$ cat config.mk
export PLATFORM = sky130hd
export DESIGN_NAME = inst_mem_fetch
export DESIGN_NICKNAME = d
export VERILOG_FILES = /design/src/rtl/inst_mem_fetch_pkg.sv /design/src/rtl/inst_mem_fetch_ram.sv /design/src/rtl/inst_mem_fetch.sv
export SDC_FILE = /design/constraint.sdc
export NUM_CORES = 2
export LEC_CHECK = 0
export CAP_MARGIN = 0
export CELL_PAD_IN_SITES_DETAIL_PLACEMENT = 1
export CELL_PAD_IN_SITES_GLOBAL_PLACEMENT = 2
export CORE_AREA = 5 5 431 433
export CTS_CLUSTER_SIZE = 16
export DETAILED_ROUTE_END_ITERATION = 12
export DIE_AREA = 0 0 436 438
export PLACE_DENSITY = 0.83
export SYNTH_ARGS = -nofsm -noshare
export SYNTH_HDL_FRONTEND = slang
export SYNTH_SLANG_ARGS = --single-unit
$ cat constraint.sdc
create_clock -name clk -period 6.93 [get_ports clk]
set_input_delay 0.693 -clock clk [delete_from_list [all_inputs] [get_ports clk]]
set_output_delay 0.693 -clock clk [all_outputs]
set_load 0.1 [all_outputs]
$ cat src/rtl/inst_mem_fetch_pkg.sv
// Shared definitions for the IF-stage instruction memory: boot FSM states,
// the default NOP word and RISC-V major opcodes used by benches and decoders.
package inst_mem_fetch_pkg;

    // addi x0, x0, 0
    localparam logic [31:0] NOP_INSTR_DEFAULT = 32'h0000_0013;

    typedef enum logic {
        ST_LOAD = 1'b0,
        ST_RUN  = 1'b1
    } fetch_state_e;

    localparam logic [6:0] OPC_LOAD   = 7'b000_0011;
    localparam logic [6:0] OPC_OP_IMM = 7'b001_0011;
    localparam logic [6:0] OPC_STORE  = 7'b010_0011;
    localparam logic [6:0] OPC_OP     = 7'b011_0011;
    localparam logic [6:0] OPC_BRANCH = 7'b110_0011;
    localparam logic [6:0] OPC_JALR   = 7'b110_0111;
    localparam logic [6:0] OPC_JAL    = 7'b110_1111;

    function automatic logic [6:0] opcode_of(input logic [31:0] instr);
        return instr[6:0];
    endfunction

endpackage

$ cat src/rtl/inst_mem_fetch_ram.sv
// Byte-organised instruction storage: one 8-bit bank per byte lane, so a
// word-aligned access touches M[a..a+3] in a single cycle; read is combinational.
module imem_byte_ram #(
    parameter int DEPTH_BYTES = 256
) (
    input  logic                          clk,
    input  logic                          wr_en,
    input  logic [$clog2(DEPTH_BYTES)-3:0] wr_widx,
    input  logic [31:0]                   wr_data,
    input  logic [$clog2(DEPTH_BYTES)-3:0] rd_widx,
    output logic [31:0]                   rd_data
);

    localparam int WORDS = DEPTH_BYTES / 4;

    // Lane gi holds byte address 4*w+gi, giving little-endian word layout.
    for (genvar gi = 0; gi < 4; gi++) begin : g_lane
        logic [7:0] bank [WORDS];

        always_ff @(posedge clk) begin
            if (wr_en) begin
                bank[wr_widx] <= wr_data[8*gi +: 8];
            end
        end

        assign rd_data[8*gi +: 8] = bank[rd_widx];
    end

endmodule

$ cat src/rtl/inst_mem_fetch.sv
// IF-stage instruction memory: LOAD->RUN boot FSM, word load port with sticky
// error, and a registered 1-cycle fetch with stall/flush and fault reporting.
module inst_mem_fetch
    import inst_mem_fetch_pkg::*;
#(
    parameter int          DEPTH_BYTES = 256,
    parameter int          ADDR_W      = 64,
    parameter logic [31:0] NOP_INSTR   = NOP_INSTR_DEFAULT
) (
    input  logic              clk,
    input  logic              reset_n,
    input  logic              Load_En,
    input  logic [ADDR_W-1:0] Load_Addr,
    input  logic [31:0]       Load_Data,
    input  logic              Load_Done,
    input  logic              Fetch_Req,
    input  logic [ADDR_W-1:0] Inst_Address,
    input  logic              Stall,
    input  logic              Flush,
    output logic              Fetch_Ready,
    output logic              Inst_Valid,
    output logic [31:0]       Instruction,
    output logic              Inst_Fault,
    output logic              Load_Err
);

    localparam int                IDX_W          = $clog2(DEPTH_BYTES);
    localparam logic [ADDR_W-1:0] LAST_WORD_ADDR = ADDR_W'(DEPTH_BYTES - 4);

    fetch_state_e state_reg, state_next;
    logic         valid_reg, valid_next;
    logic [31:0]  instr_reg, instr_next;
    logic         fault_reg, fault_next;
    logic         load_err_reg, load_err_next;

    logic         accept;
    logic         fetch_bad;
    logic         load_bad_addr;
    logic         load_wr;
    logic [31:0]  ram_rdata;

    // Full-width compares: a huge PC must not alias into the array.
    assign fetch_bad     = (Inst_Address[1:0] != 2'b00) || (Inst_Address > LAST_WORD_ADDR);
    assign load_bad_addr = (Load_Addr[1:0] != 2'b00) || (Load_Addr > LAST_WORD_ADDR);

    assign load_wr     = Load_En && (state_reg == ST_LOAD) && !load_bad_addr;
    assign Fetch_Ready = (state_reg == ST_RUN) && !Stall;
    assign accept      = Fetch_Req && Fetch_Ready;

    imem_byte_ram #(
        .DEPTH_BYTES(DEPTH_BYTES)
    ) u_ram (
        .clk    (clk),
        .wr_en  (load_wr),
        .wr_widx(Load_Addr[IDX_W-1:2]),
        .wr_data(Load_Data),
        .rd_widx(Inst_Address[IDX_W-1:2]),
        .rd_data(ram_rdata)
    );

    always_ff @(posedge clk or negedge reset_n) begin
        if (!reset_n) begin
            state_reg    <= ST_LOAD;
            valid_reg    <= 1'b0;
            instr_reg    <= NOP_INSTR;
            fault_reg    <= 1'b0;
            load_err_reg <= 1'b0;
        end else begin
            state_reg    <= state_next;
            valid_reg    <= valid_next;
            instr_reg    <= instr_next;
            fault_reg    <= fault_next;
            load_err_reg <= load_err_next;
        end
    end

    always_comb begin
        state_next    = state_reg;
        valid_next    = 1'b0;
        instr_next    = instr_reg;
        fault_next    = 1'b0;
        load_err_next = load_err_reg;

        case (state_reg)
            ST_LOAD: if (Load_Done) state_next = ST_RUN;
            ST_RUN:  state_next = ST_RUN;
            default: state_next = ST_LOAD;
        endcase

        if (Load_En && !load_wr) begin
            load_err_next = 1'b1;
        end

        // An accept alongside Flush is the branch target, so it wins over the kill.
        if (accept) begin
            valid_next = 1'b1;
            instr_next = fetch_bad ? NOP_INSTR : ram_rdata;
            fault_next = fetch_bad;
        end else if (Flush) begin
            instr_next = NOP_INSTR;
        end else if (Stall) begin
            valid_next = valid_reg;
            fault_next = fault_reg;
        end
    end

    assign Inst_Valid  = valid_reg;
    assign Instruction = instr_reg;
    assign Inst_Fault  = fault_reg;
    assign Load_Err    = load_err_reg;

endmodule

==> results.cfg <==
[run_status]
status = finished, final reports clean

[timing]
period_share = 0.608
rsz0062_at_grt = no
slew_violations = 0
layout_min_cycle_time_ps = 4210
slew_headroom = 0.151
clock_skew_ps = 36.4
worst_pin_slew_ps = 1270
setup_tns_ps = 0
fmax_ghz = 0.237
layout_setup_ws_ps = 2720
setup_viol = 0
final_hold_viol_count = 0

[synthesis]
ys_seq_area_frac = 0.771
post-synth-top-count-cell = edfxtp_1
synth-edff-count = 2048
synth_largest_area_cell = edfxtp_1
synth_top_cell_area_share = 0.760
yosys-top-cells-count = edfxtp_1 (2048), mux4_2 (389), mux2i_1 (202)
synthArstFlopShare = 0.0173
avgSynthCellArea_um2 = 22.4
yosys.cell_types.count = 68
synth_area_leaders = edfxtp_1 (76%), mux4_2 (11%), mux4_1 (2.6%), mux2i_1 (2.5%), dfrtp_1 (1.0%)
ys_ff_latch = 2084
yosysWarnings = 0
syn_nets = 3787
syn_inst = 3620
syn_area_um2 = 80900
synth_ff_type = edfxtp_1

[critical_path]
critPathMaxFanout = 32
end_kind = register
start_kind = input port
crit_path_cell_trace = clkdlybuf4s50_1 -> nor4_1 -> nand4_1 -> nor3_1 -> nand3_1 -> or3_1 -> nor2_4
slowest_stage = nor2_4
crit_type = in2reg
max_stage_delay_ps = 1110
arrival_ps = 4670
critical_path_required_ps = 7390
cp.buffers_inverters = 1
crit_family = simple AND/OR/NAND/NOR gates

[detailed_routing]
wl_per_cell_um = 37.5
vias = 41827
drtPass1Iterations = 5
drc = 0
ant_nets = 0
viasPerCell = 6.47
totalWireLength_um = 242000
drtIter0Drc = 6738

[layout]
drive_gt1_frac = 0.226
fill_cells = 15801
multi_input_area_um2 = 17500
final_util = 0.508
area_growth_pct = 14.1
top_register = u_ram.g_lane.bank
final_net_count = 4070
largest_reg_flops = 2048
regArea_um2 = 62400

[global_route]
grt_use_total = 0.251
grt_pass1_vias = 42162
grt_max_degree = 114
grt_pass1_wl_um = 339000
antenna_found_initial = 23
grt_overflow = 0

[clocking]
cts_resized = 0
cts_setup_buffers = 0
insertion_delay_ps = 870
cts_buffers = 202
cts_buffer_depth = 3
root_buffer = clkbuf_16
cts_max_level = 4
path_clk_slew_ps = 60
cts.sinks = 2084
tritoncts = yes
cts_hold_buf = 1

[place]
io_buffers = 202
post-place-ws_ps = 1860
hpwl_um = 147000
routabilityCongestion = 0.832

[hold_path]
hold_path.class = in2reg

[die]
fp.dieH_um = 438
row_count = 157
die_x_um = 436
initial_core_util = 0.445
dieArea_um2 = 191000
io_pins = 203
core_area_um2 = 182000

[job]
cap_violations = 0

[power]
power_leakage_uw = 0.0290
p_per_area_nw_per_um2 = 286
ir_drop_uv = 296
-- worst paths after layout --
check                              start                     endpoint  slack (ps)  depth (start not counted)
max in group asynchronous        reset_n              Instruction[11]        5860                          3
min in group asynchronous        reset_n                     Load_Err         520                          3
hold / removal             Load_Data[26]  u_ram.g_lane[3].bank[42][2]         240                          1
hold reg to reg                 Load_Err                     Load_Err         470                          1
setup reg to reg               state_reg   u_ram.g_lane[2].bank[4][3]        2750                          6
setup / recovery           Load_Addr[60]   u_ram.g_lane[2].bank[4][3]        2720                          7
-- per-stage QoR --
step                      cells  total power (µW)  hold slack [ps]  cell area, µm²
after global routing       6463             27100              219           92300
final                      6467             26400              244           92300
after global placement     6083             15500              463           85700
after detailed placement   6083             15500              454           85700
after CTS                  6462             26400              205           92300
after floorplan            3620             14800              397           80900
-- report_power, final --
part           leakage, µW  internal, µW  switching [µW]  total (µW)
sequential          0.0189         13800           0.551       13800
clock              0.00323          6220            4890       11100
combinational      0.00692           473             953        1430
total               0.0290         20500            5840       26400
-- cell families (layout without fill, tap and decap cells) --
group / Yosys count / count (layout) / share of synthesized area
other: 0 / 5 / 0
AND/OR/NAND/NOR: 296 / 296 / 0.0178
flip-flops: 2084 / 2084 / 0.771
buffers and inverters: 219 / 676 / 0.0188
AO/OA/AOI/OAI: 337 / 337 / 0.0311
multiplexers: 684 / 684 / 0.161
-- layout by cell type (no fill, tap or decap), types with 21 or more instances in the layout --
| cell | instances |
|---|---|
| mux2i_1 | 202 |
| bufinv_16 | 21 |
| mux4_1 | 81 |
| a22oi_1 | 64 |
| nor4_1 | 28 |
| buf_4 | 88 |
| clkdlybuf4s50_1 | 163 |
| edfxtp_1 | 2048 |
| a21oi_1 | 50 |
| clkbuf_1 | 46 |
| clkbuf_16 | 202 |
| nor2_1 | 23 |
| a221oi_1 | 57 |
| buf_2 | 23 |
| o21ai_0 | 39 |
| nor2_4 | 66 |
| nand3_1 | 40 |
| mux4_2 | 389 |
| clkinv_2 | 40 |
| dfrtp_1 | 33 |
| clkinv_1 | 42 |
| nand2_1 | 62 |
-- layer usage --
layer,global-route usage,share of wire,up-vias,wire [µm]
li1,-,-,16115,-
met1,0.347,0.38,22442,90900
met2,0.402,0.48,2830,117000
met3,0.0475,0.10,424,24700
met4,0.0945,0.040,16,9660
met5,0,0.00044,-,106
-- area by class of cell --
type / instances / area share
flip-flops and latches: 2084 / 0.676
clock buffers: 251 / 0.0571
clock inverters: 127 / 0.0148
repair buffers: 293 / 0.0299
well taps: 2385 / 0.0323
inverters: 5 / 0.000271
multi-input cells: 1317 / 0.190
diodes: 5 / 0.000135
Note: power is estimated with default switching activity, not from simulation.
